$ cat src/rtl/dwrr_deficit_table.sv
// Per-flow DWRR deficit counters with round-robin replenish, debit, saturation and registered readback.
// Optional runtime quantum programming is compiled in with `define DWRR_QUANTUM_WR_EN.
module dwrr_deficit_table #(
  parameter int NUM_FLOWS       = 8,
  parameter int FLOW_W          = $clog2(NUM_FLOWS),
  parameter int CREDIT_W        = 12,
  parameter int LEN_W           = 10,
  parameter int QUANTUM_W       = 10,
  parameter int DEFAULT_QUANTUM = 256
) (
  input  logic                       clk,
  input  logic                       rst,
  output logic                       init_done,
  input  logic                       replenish_valid,
  output logic [FLOW_W-1:0]          replenish_flow,
  input  logic                       consume_valid,
  input  logic [FLOW_W-1:0]          consume_flow,
  input  logic [LEN_W-1:0]           consume_len,
  input  logic [FLOW_W-1:0]          query_flow,
  output logic signed [CREDIT_W-1:0] query_credit,
  output logic [NUM_FLOWS-1:0]       eligible_mask,
  input  logic                       quantum_wr_en,
  input  logic [FLOW_W-1:0]          quantum_wr_flow,
  input  logic [QUANTUM_W-1:0]       quantum_wr_data,
  output logic                       sat_event
);

  // Two guard bits hold credit + quantum - len without wrapping before the clamp.
  localparam int SUM_W = CREDIT_W + 2;
  localparam logic signed [SUM_W-1:0] SAT_MAX = SUM_W'((1 << (CREDIT_W - 1)) - 1);
  localparam logic signed [SUM_W-1:0] SAT_MIN = ~SAT_MAX;
  localparam logic [FLOW_W-1:0] LAST_FLOW = FLOW_W'(NUM_FLOWS - 1);
  localparam logic signed [CREDIT_W-1:0] DEFAULT_CREDIT = CREDIT_W'(DEFAULT_QUANTUM);

  typedef enum logic {S_INIT, S_RUN} state_t;

  state_t                      state_reg, state_next;
  logic [FLOW_W-1:0]           idx_reg, idx_next;
  logic [FLOW_W-1:0]           ptr_reg;
  logic signed [CREDIT_W-1:0]  credit_reg [NUM_FLOWS];
  logic signed [CREDIT_W-1:0]  credit_next [NUM_FLOWS];
  logic [QUANTUM_W-1:0]        quantum_val [NUM_FLOWS];
  logic [NUM_FLOWS-1:0]        sat_flag;
  logic [NUM_FLOWS-1:0]        mask_reg;
  logic signed [CREDIT_W-1:0]  query_credit_reg;
  logic                        sat_reg;
  logic                        run;

  assign run            = (state_reg == S_RUN);
  assign init_done      = run;
  assign replenish_flow = ptr_reg;
  assign query_credit   = query_credit_reg;
  assign eligible_mask  = mask_reg;
  assign sat_event      = sat_reg;

  always_ff @(posedge clk) begin
    if (rst) begin
      state_reg <= S_INIT;
      idx_reg   <= '0;
    end else begin
      state_reg <= state_next;
      idx_reg   <= idx_next;
    end
  end

  always_comb begin
    state_next = state_reg;
    idx_next   = idx_reg;
    if (state_reg == S_INIT) begin
      if (idx_reg == LAST_FLOW) begin
        state_next = S_RUN;
        idx_next   = '0;
      end else begin
        idx_next = idx_reg + 1'b1;
      end
    end
  end

`ifdef DWRR_QUANTUM_WR_EN
  logic [QUANTUM_W-1:0] quantum_reg [NUM_FLOWS];

  always_ff @(posedge clk) begin
    if (!rst) begin
      if (state_reg == S_INIT)
        quantum_reg[idx_reg] <= QUANTUM_W'(DEFAULT_QUANTUM);
      else if (quantum_wr_en && (32'(quantum_wr_flow) < NUM_FLOWS))
        quantum_reg[quantum_wr_flow] <= quantum_wr_data;
    end
  end
`else
  logic unused_quantum_wr;
  assign unused_quantum_wr = &{1'b0, quantum_wr_en, quantum_wr_flow, quantum_wr_data};
`endif

  genvar gi;
  generate
    for (gi = 0; gi < NUM_FLOWS; gi++) begin : g_flow
      logic                    rep_hit, con_hit, over, under;
      logic signed [SUM_W-1:0] q_ext, l_ext, sum;

`ifdef DWRR_QUANTUM_WR_EN
      assign quantum_val[gi] = quantum_reg[gi];
`else
      assign quantum_val[gi] = QUANTUM_W'(DEFAULT_QUANTUM);
`endif
      assign rep_hit = run && replenish_valid && (ptr_reg == FLOW_W'(gi));
      assign con_hit = run && consume_valid && (consume_flow == FLOW_W'(gi));
      assign q_ext   = rep_hit ? SUM_W'(quantum_val[gi]) : '0;
      assign l_ext   = con_hit ? SUM_W'(consume_len) : '0;
      // Same-flow replenish and debit collapse into one sum, so only one clamp applies.
      assign sum     = SUM_W'(credit_reg[gi]) + q_ext - l_ext;
      assign over    = (sum > SAT_MAX);
      assign under   = (sum < SAT_MIN);
      assign sat_flag[gi]    = over | under;
      assign credit_next[gi] = over  ? SAT_MAX[CREDIT_W-1:0] :
                               under ? SAT_MIN[CREDIT_W-1:0] : sum[CREDIT_W-1:0];
    end
  endgenerate

  always_ff @(posedge clk) begin
    if (!rst) begin
      for (int i = 0; i < NUM_FLOWS; i++) begin
        if (state_reg == S_INIT) begin
          if (idx_reg == FLOW_W'(i))
            credit_reg[i] <= DEFAULT_CREDIT;
        end else begin
          credit_reg[i] <= credit_next[i];
        end
      end
    end
  end

  always_ff @(posedge clk) begin
    if (rst) begin
      ptr_reg          <= '0;
      query_credit_reg <= '0;
      mask_reg         <= '0;
      sat_reg          <= 1'b0;
    end else begin
      if (run && replenish_valid)
        ptr_reg <= (ptr_reg == LAST_FLOW) ? '0 : ptr_reg + 1'b1;
      // Readback sees the table as it stood before this cycle's updates.
      query_credit_reg <= (32'(query_flow) < NUM_FLOWS) ? credit_reg[query_flow] : '0;
      for (int i = 0; i < NUM_FLOWS; i++)
        mask_reg[i] <= !credit_reg[i][CREDIT_W-1] && (credit_reg[i] != '0);
      sat_reg <= |sat_flag;
    end
  end

endmodule

$ cat config.mk
export PLATFORM = sky130hd
export DESIGN_NAME = dwrr_deficit_table
export DESIGN_NICKNAME = d
export VERILOG_FILES = /design/src/rtl/dwrr_deficit_table.sv
export SDC_FILE = /design/constraint.sdc
export NUM_CORES = 1
export LEC_CHECK = 0
export ABC_AREA = 1
export CAP_MARGIN = 20
export CORE_ASPECT_RATIO = 1.75
export CORE_MARGIN = 10
export CORE_UTILIZATION = 41
export CTS_CLUSTER_SIZE = 25
export DETAILED_ROUTE_END_ITERATION = 7
export GPL_TIMING_DRIVEN = 0
export PLACE_DENSITY = 0.68
export SKIP_CTS_REPAIR_TIMING = 1
export SKIP_LAST_GASP = 1
export SLEW_MARGIN = 5
export SYNTH_ARGS = -nofsm -noshare
export SYNTH_HDL_FRONTEND = slang
export SYNTH_SLANG_ARGS = --single-unit
$ cat constraint.sdc
create_clock -name clk -period 5.2 [get_ports clk]
set_input_delay 0.52 -clock clk [delete_from_list [all_inputs] [get_ports clk]]
set_output_delay 0.52 -clock clk [all_outputs]
set_load 0.01 [all_outputs]
==> results of run 1 <==
## power groups by stage
| stage | logic (W) | registers (W) | clock network, W |
|---|---|---|---|
| CTS | 0.000593 | 0.00113 | 0.00118 |
| global placement | 0.000580 | 0.00115 | 0 |
| global route | 0.000664 | 0.00113 | 0.00122 |
| floorplan | 0.000406 | 0.00114 | 0 |
| detailed placement | 0.000589 | 0.00115 | 0 |
| finish | 0.000598 | 0.00113 | 0.00118 |
## worst max-delay path by stage
stage          cells past startpoint  slack (ns)                 start                              end
2_1_floorplan                     18        2.01  init_done$_SDFF_PP0_   credit_reg[2][1]$_SDFFCE_PN0P_
3_3_place_gp                      18        0.51         consume_valid             sat_event$_SDFF_PP0_
3_5_place_dp                      18        0.49         consume_valid             sat_event$_SDFF_PP0_
4_1_cts                           17        0.94  init_done$_SDFF_PP0_  credit_reg[3][10]$_SDFFCE_PN0P_
5_1_grt                           19        0.63  init_done$_SDFF_PP0_             sat_event$_SDFF_PP0_
6_report                          20        0.88         consume_valid             sat_event$_SDFF_PP0_
## routing by layer
metal / up-vias / GRT usage / share of wire / wire [µm]
met5: - / 0 / 0 / 0
met4: 0 / 0.1627 / 0.079 / 3224
met3: 154 / 0.03597 / 0.048 / 1969
met2: 401 / 0.3979 / 0.53 / 21610
met1: 5418 / 0.2058 / 0.34 / 13910
li1: 5637 / - / - / -
## cells in the mapped netlist, types with 2 or more instances
cell type  number
nand2_1       380
inv_1         204
ha_1          180
a21oi_1       143
nor2_1        142
edfxtp_1       96
o21ai_0        95
nand3_1        68
xor2_1         35
nor3_1         29
dfxtp_1        28
nand2_2        25
clkbuf_1       22
xnor2_1        20
nand4_1        19
a31oi_1        18
fa_1           16
o21bai_1       14
inv_2          11
buf_1          10
buf_2          10
nor4_1         10
o21ai_1        10
nand3_2         8
a311oi_1        6
nor2_2          6
o211ai_1        5
or2_2           5
a21oi_2         4
nand2_4         4
o22ai_1         4
a211oi_1        3
nor2_4          3
a21o_1          2
a41oi_1         2
buf_6           2
nor3b_1         2
## area by class of cell
cell class / instances / area share
Multi-Input combinational cell: 1264 / 0.5722
Clock inverter: 13 / 0.008896
Timing Repair Buffer: 33 / 0.02430
Tap cell: 382 / 0.03503
Sequential cell: 124 / 0.2524
Inverter: 217 / 0.05989
Antenna cell: 1 / 0.0001834
Buffer: 45 / 0.01467
Clock buffer: 19 / 0.03247
## logic make-up after synthesis
logic type | share of synthesized area
DFF | 0.2807
AOI/OAI and AO/OA | 0.1386
xor gates and xnor gates | 0.03927
adders and majority gates | 0.2097
and+or+nand+nor | 0.2488
buffers and inverters | 0.08293
## metrics by stage
step                hold slack, ns  utilization
CTS                         0.4721       0.4641
global placement            0.4589       0.4445
finish                      0.4803       0.4642
detailed placement          0.4649       0.4449
global route                0.4850       0.4641
floorplan                   0.4207            -
==> results.py, run 1 <==
metrics = {
    "critical_path": {
        "crit_path_frequent_cell": "nand2_1",
        "path_buf_inv": 2,
        "path_cells": "clkdlybuf4s50_1 > nand2_1 > nor2_1 > inv_2 > nor2_1 > nand2_1 > fa_1 > ha_1 > nand2_1 > nand2_1 > a21oi_1 > nand4_1 > nand2_1 > nand2_1 > nand2_1 > nand2_1 > nor2_1 > nand2_1 > nor2_1 > nor2_1",
        "slowest_delay_ns": 0.62,
        "crit_family": "simple AND/OR/NAND/NOR gates",
        "critPathKind": "input port to register",
        "arrival_ns": 4.60,
        "r2r_slack_ns": 0.88,
        "r2r-end": "sat_event$_SDFF_PP0_",
        "start_kind": "input port",
        "rr_startpoint": "init_done$_SDFF_PP0_",
        "rr_worst_depth": 20,
        "cp_max_fo": 9,
        "end_kind": "register",
        "worst_path_max_delay_cell": "nor2_1",
        "required_ns": 5.48,
    },
    "placement": {
        "gp_routability_congestion": 0.9977,
        "dp_slack_ns": 0.4939,
        "portBuffers": 32,
        "hpwl_mm": 32.97,
        "placed_area_um2": 13080,
        "dp_cells": 2065,
    },
    "synthesis": {
        "async_flop_share": 0,
        "yosys.cell_types.count": 46,
        "synthCells": 1650,
        "syn_area_per_cell_um2": 7.434,
        "yosys.area.top_type": "edfxtp_1",
        "synth.area.top_cells": "edfxtp_1 (24%), ha_1 (18%), nand2_1 (12%)",
        "ys_warn_count": 0,
        "synthFlopType": "edfxtp_1",
        "synth_nets": 1880,
        "netlist_area_um2": 12270,
        "synth_edf_count": 96,
        "synth_top_area_frac": 0.2350,
        "seq_area_frac_synth": 0.2807,
        "synth-seq-cells": 124,
    },
    "layout": {
        "mostFrequentLayoutCell": "nand2_1",
        "most-common-layout-cells": "nand2_1 (380), inv_1 (204), ha_1 (180)",
        "drive_above_1_share": 0.06764,
        "fillCellCount": 2934,
        "multiInputGateArea_um2": 7806,
        "fin_area_um2": 13640,
        "syn2layout_area_growth_pct": 11.22,
        "final_cells": 2098,
        "fin_nets": 1932,
        "largest_register_ffs": 96,
        "ff_latch_area_um2": 3443,
    },
    "power": {
        "p_int_w": 0.001975,
        "swShare": 0.3198,
        "p_per_area_nw_per_um2": 212.8,
        "clkPwrFrac": 0.406,
        "combPwrFrac": 0.206,
        "power.leakage_nw": 6.084,
        "vdd_drop_max_v": 0.0002434,
        "seqPwrFrac": 0.389,
        "netSwitchingPower_w": 0.0009285,
        "fin_total_pwr_w": 0.002904,
    },
    "timing": {
        "fin_crit_sh": 0.8314,
        "tns_ns": 0,
        "drv_slew": 0,
        "rsz0062_at_grt": "false",
        "hold_violations": 0,
        "tightest_slew_ns": 1.066,
        "fmax_ghz": 0.2313,
        "fin_skew_ns": 0.01177,
        "setup-violations-final": 0,
        "layout_min_cycle_time_ns": 4.323,
        "fin_ws_ns": 0.8767,
        "slew-limit-headroom": 0.2894,
    },
    "worst_hold_path": {
        "holdPathStages": 1,
        "holdCritStartpoint": "credit_reg[5][11]$_SDFFCE_PN0P_",
        "min_to": "eligible_mask[5]$_SDFF_PP0_",
        "hold_path.class": "register to register",
    },
    "clocking": {
        "clk_pin_slew_ns": 0.06,
        "clk_path_buf_depth": 2,
        "cts_tree": "yes",
        "root_buffer": "clkbuf_16",
        "cts_max_level": 4,
        "clk_latency_ns": 0.45,
        "numCtsBuffers": 17,
        "cts_sinks": 124,
    },
    "die": {
        "start_util": 0.4174,
        "num_rows": 83,
        "dieArea_um2": 37510,
        "core_area_um2": 29390,
        "die_y_um": 248.8,
        "top_level_ports": 59,
        "fp.dieW_um": 150.8,
    },
    "detailed_routing": {
        "vias": 11610,
        "vias_per_cell": 5.534,
        "drt_first_pass_iters": 5,
        "wl_mm": 40.71,
        "initialDrtViolationCount": 717,
        "post_drt_wl_per_cell_um": 19.41,
        "ant_nets": 0,
        "drc_errors": 0,
    },
    "status": {
        "status": "completed",
    },
    "global_route": {
        "grt-ovfl-total": 0,
        "grt_pass1_vias": 11910,
        "grt_usage": 0.2166,
        "grt_pass1_wl_mm": 62.63,
        "grt_max_degree": 17,
        "antenna_found_initial": 1,
    },
    "flow_run": {
        "drv_cap": 0,
    },
}
(Power assumes the default switching activity.)
==> run 2, diff against run 1 <==
--- a/config.mk
+++ b/config.mk
@@ -13,7 +13,7 @@
 export CTS_CLUSTER_SIZE = 25
 export DETAILED_ROUTE_END_ITERATION = 7
 export GPL_TIMING_DRIVEN = 0
-export PLACE_DENSITY = 0.68
+export PLACE_DENSITY = 0.7
 export SKIP_CTS_REPAIR_TIMING = 1
 export SKIP_LAST_GASP = 1
 export SLEW_MARGIN = 5
==> constraint.sdc (replaced) <==
create_clock -name clk -period 3.8 [get_ports clk]
set_input_delay 0.38 -clock clk [delete_from_list [all_inputs] [get_ports clk]]
set_output_delay 0.38 -clock clk [all_outputs]
set_load 0.01 [all_outputs]
==> results.py, run 2 (same netlist as run 1, synthesis figures left out) <==
metrics = {
    "detailed_routing": {
        "initialDrtViolationCount": 974,
        "vias_per_cell": 5.635,
        "drc_errors": 0,
        "vias": 11890,
        "ant_nets": 0,
        "post_drt_wl_per_cell_um": 19.37,
        "drt_first_pass_iters": 8,
        "wl_mm": 40.88,
    },
    "global_route": {
        "met2_usage": 0.3864,
        "grt_pass1_vias": 11930,
        "grt-ovfl-total": 0,
        "grt_max_degree": 17,
        "grt_pass1_wl_mm": 62.96,
        "gr-usage-met3": 0.03543,
        "antenna_found_initial": 1,
        "grt.met1_usage": 0.2076,
        "grt_busiest_layer": "met2",
        "grt_usage": 0.2165,
    },
    "die": {
        "fp.dieW_um": 150.8,
        "top_level_ports": 59,
        "core_area_um2": 29390,
        "start_util": 0.4174,
        "die_y_um": 248.8,
        "dieArea_um2": 37510,
        "num_rows": 83,
    },
    "timing": {
        "setup-violations-final": 0,
        "rsz0062_at_grt": "true",
        "fin_crit_sh": 0.9634,
        "drv_slew": 0,
        "hold_violations": 0,
        "tightest_slew_ns": 1.064,
        "tns_ns": 0,
        "slew-limit-headroom": 0.2904,
        "layout_min_cycle_time_ns": 3.661,
        "fmax_ghz": 0.2732,
        "fin_skew_ns": 0.01013,
    },
    "layout": {
        "fin_nets": 1945,
        "final_cells": 2110,
        "multiInputGateArea_um2": 7934,
        "syn2layout_area_growth_pct": 13.40,
        "n_antenna_cell": 0,
        "ff_latch_area_um2": 3445,
        "largest_register_ffs": 96,
        "fillCellCount": 2850,
        "drive_above_1_share": 0.08681,
        "fin_area_um2": 13910,
        "most-common-layout-cells": "nand2_1 (379), inv_1 (204), ha_1 (178)",
        "mostFrequentLayoutCell": "nand2_1",
    },
    "clocking": {
        "clk_latency_ns": 0.46,
        "cts_max_level": 4,
        "clk_path_buf_depth": 2,
        "cts_sinks": 124,
        "root_buffer": "clkbuf_16",
        "clk_pin_slew_ns": 0.06,
        "numCtsBuffers": 17,
        "cts_tree": "yes",
    },
    "worst_hold_path": {
        "holdCritStartpoint": "credit_reg[5][11]$_SDFFCE_PN0P_",
        "min_to": "eligible_mask[5]$_SDFF_PP0_",
        "hold_path.class": "register to register",
        "holdPathStages": 1,
    },
    "power": {
        "p_per_area_nw_per_um2": 289.1,
        "vdd_drop_max_v": 0.0003150,
        "p_int_w": 0.002756,
        "netSwitchingPower_w": 0.001265,
        "swShare": 0.3146,
        "power.leakage_nw": 6.218,
        "combPwrFrac": 0.204,
        "clkPwrFrac": 0.411,
        "seqPwrFrac": 0.385,
        "fin_total_pwr_w": 0.004021,
    },
    "critical_path": {
        "r2r_slack_ns": 0.14,
        "path_cells": "buf_4 > nand2_1 > clkbuf_4 > nor3_4 > fa_1 > ha_2 > nand2_2 > nor2_1 > nand3_1 > nand4_1 > nand2_1 > o21bai_2 > nand2_1 > nor2_4 > nand2_1 > nor2_1 > nor2_1",
        "arrival_ns": 3.96,
        "path_buf_inv": 2,
        "worst_path_max_delay_cell": "fa_1",
        "slowest_delay_ns": 0.49,
        "required_ns": 4.10,
        "critPathKind": "register to register",
        "crit_family": "simple AND/OR/NAND/NOR gates",
        "r2r-end": "sat_event$_SDFF_PP0_",
        "crit_path_frequent_cell": "nand2_1",
        "cp_max_fo": 10,
        "worstSetupStartpoint": "init_done$_SDFF_PP0_",
        "start_kind": "register",
        "rr_worst_depth": 17,
        "end_kind": "register",
        "rr_startpoint": "init_done$_SDFF_PP0_",
    },
    "placement": {
        "portBuffers": 32,
        "dp_cells": 2065,
        "placed_area_um2": 13070,
        "hpwl_mm": 32.27,
        "gp_routability_congestion": 0.9773,
    },
    "status": {
        "status": "completed",
    },
    "flow_run": {
        "drv_cap": 0,
    },
}
==> run 2: cell count changes in the layout (fill, tap and decap cells not counted), sizes merged <==
cell / before / now
diode: 1 / 0
clkbuf: 41 / 43
bufinv: 1 / 0
buf: 24 / 37
inv: 216 / 218
clkinvlp: 5 / 0
clkinv: 8 / 10
==> run 2: through the flow <==
step	utilization	hold WS (ns)	setup WS [ns]
after CTS	0.4650	0.4756	-0.4302
after global routing	0.4733	0.4837	-0.08910
after global placement	0.4445	0.4625	-0.7435
after floorplan	-	0.4207	0.6074
final	0.4733	0.4921	0.1392
after detailed placement	0.4448	0.4635	-0.7562
==> run 2: layout make-up <==
class | count | area share
multi-input combinational | 1264 | 0.5703
tap | 382 | 0.03436
sequential | 124 | 0.2476
buffer | 45 | 0.01484
inverter | 217 | 0.05873
clock buffer | 21 | 0.03697
clock inverter | 11 | 0.005667
timing repair buffer | 46 | 0.03148
==> run 2: power groups by stage <==
stage	sequential [W]	clock [W]	combinational, W
after CTS	0.00154	0.00166	0.000804
after global placement	0.00157	0	0.000788
after global routing	0.00155	0.00172	0.000909
after floorplan	0.00156	0	0.000556
after detailed placement	0.00157	0	0.000800
final	0.00155	0.00165	0.000822
==> run 2: worst max path at each step <==
stage	end	slack [ns]	cells after the start
after global placement	sat_event$_SDFF_PP0_	-0.74	18
after floorplan	credit_reg[2][1]$_SDFFCE_PN0P_	0.61	18
after global routing	sat_event$_SDFF_PP0_	-0.09	19
after CTS	sat_event$_SDFF_PP0_	-0.43	19
final	sat_event$_SDFF_PP0_	0.14	17
after detailed placement	sat_event$_SDFF_PP0_	-0.76	19
==> run 2: metal layers <==
layer | wire length (µm) | part of all wire
met5 | 13 | 0.00032
met4 | 3654 | 0.089
met1 | 13800 | 0.34
met3 | 2360 | 0.058
met2 | 21050 | 0.51
==> run 3, diff against run 2 <==
--- a/config.mk
+++ b/config.mk
@@ -10,7 +10,6 @@
 export CORE_ASPECT_RATIO = 1.75
 export CORE_MARGIN = 10
 export CORE_UTILIZATION = 41
-export CTS_CLUSTER_SIZE = 25
 export DETAILED_ROUTE_END_ITERATION = 7
 export GPL_TIMING_DRIVEN = 0
 export PLACE_DENSITY = 0.7
==> results of run 3 <==
Same layout as run 2: the final DEF is identical, and so are final timing and power.
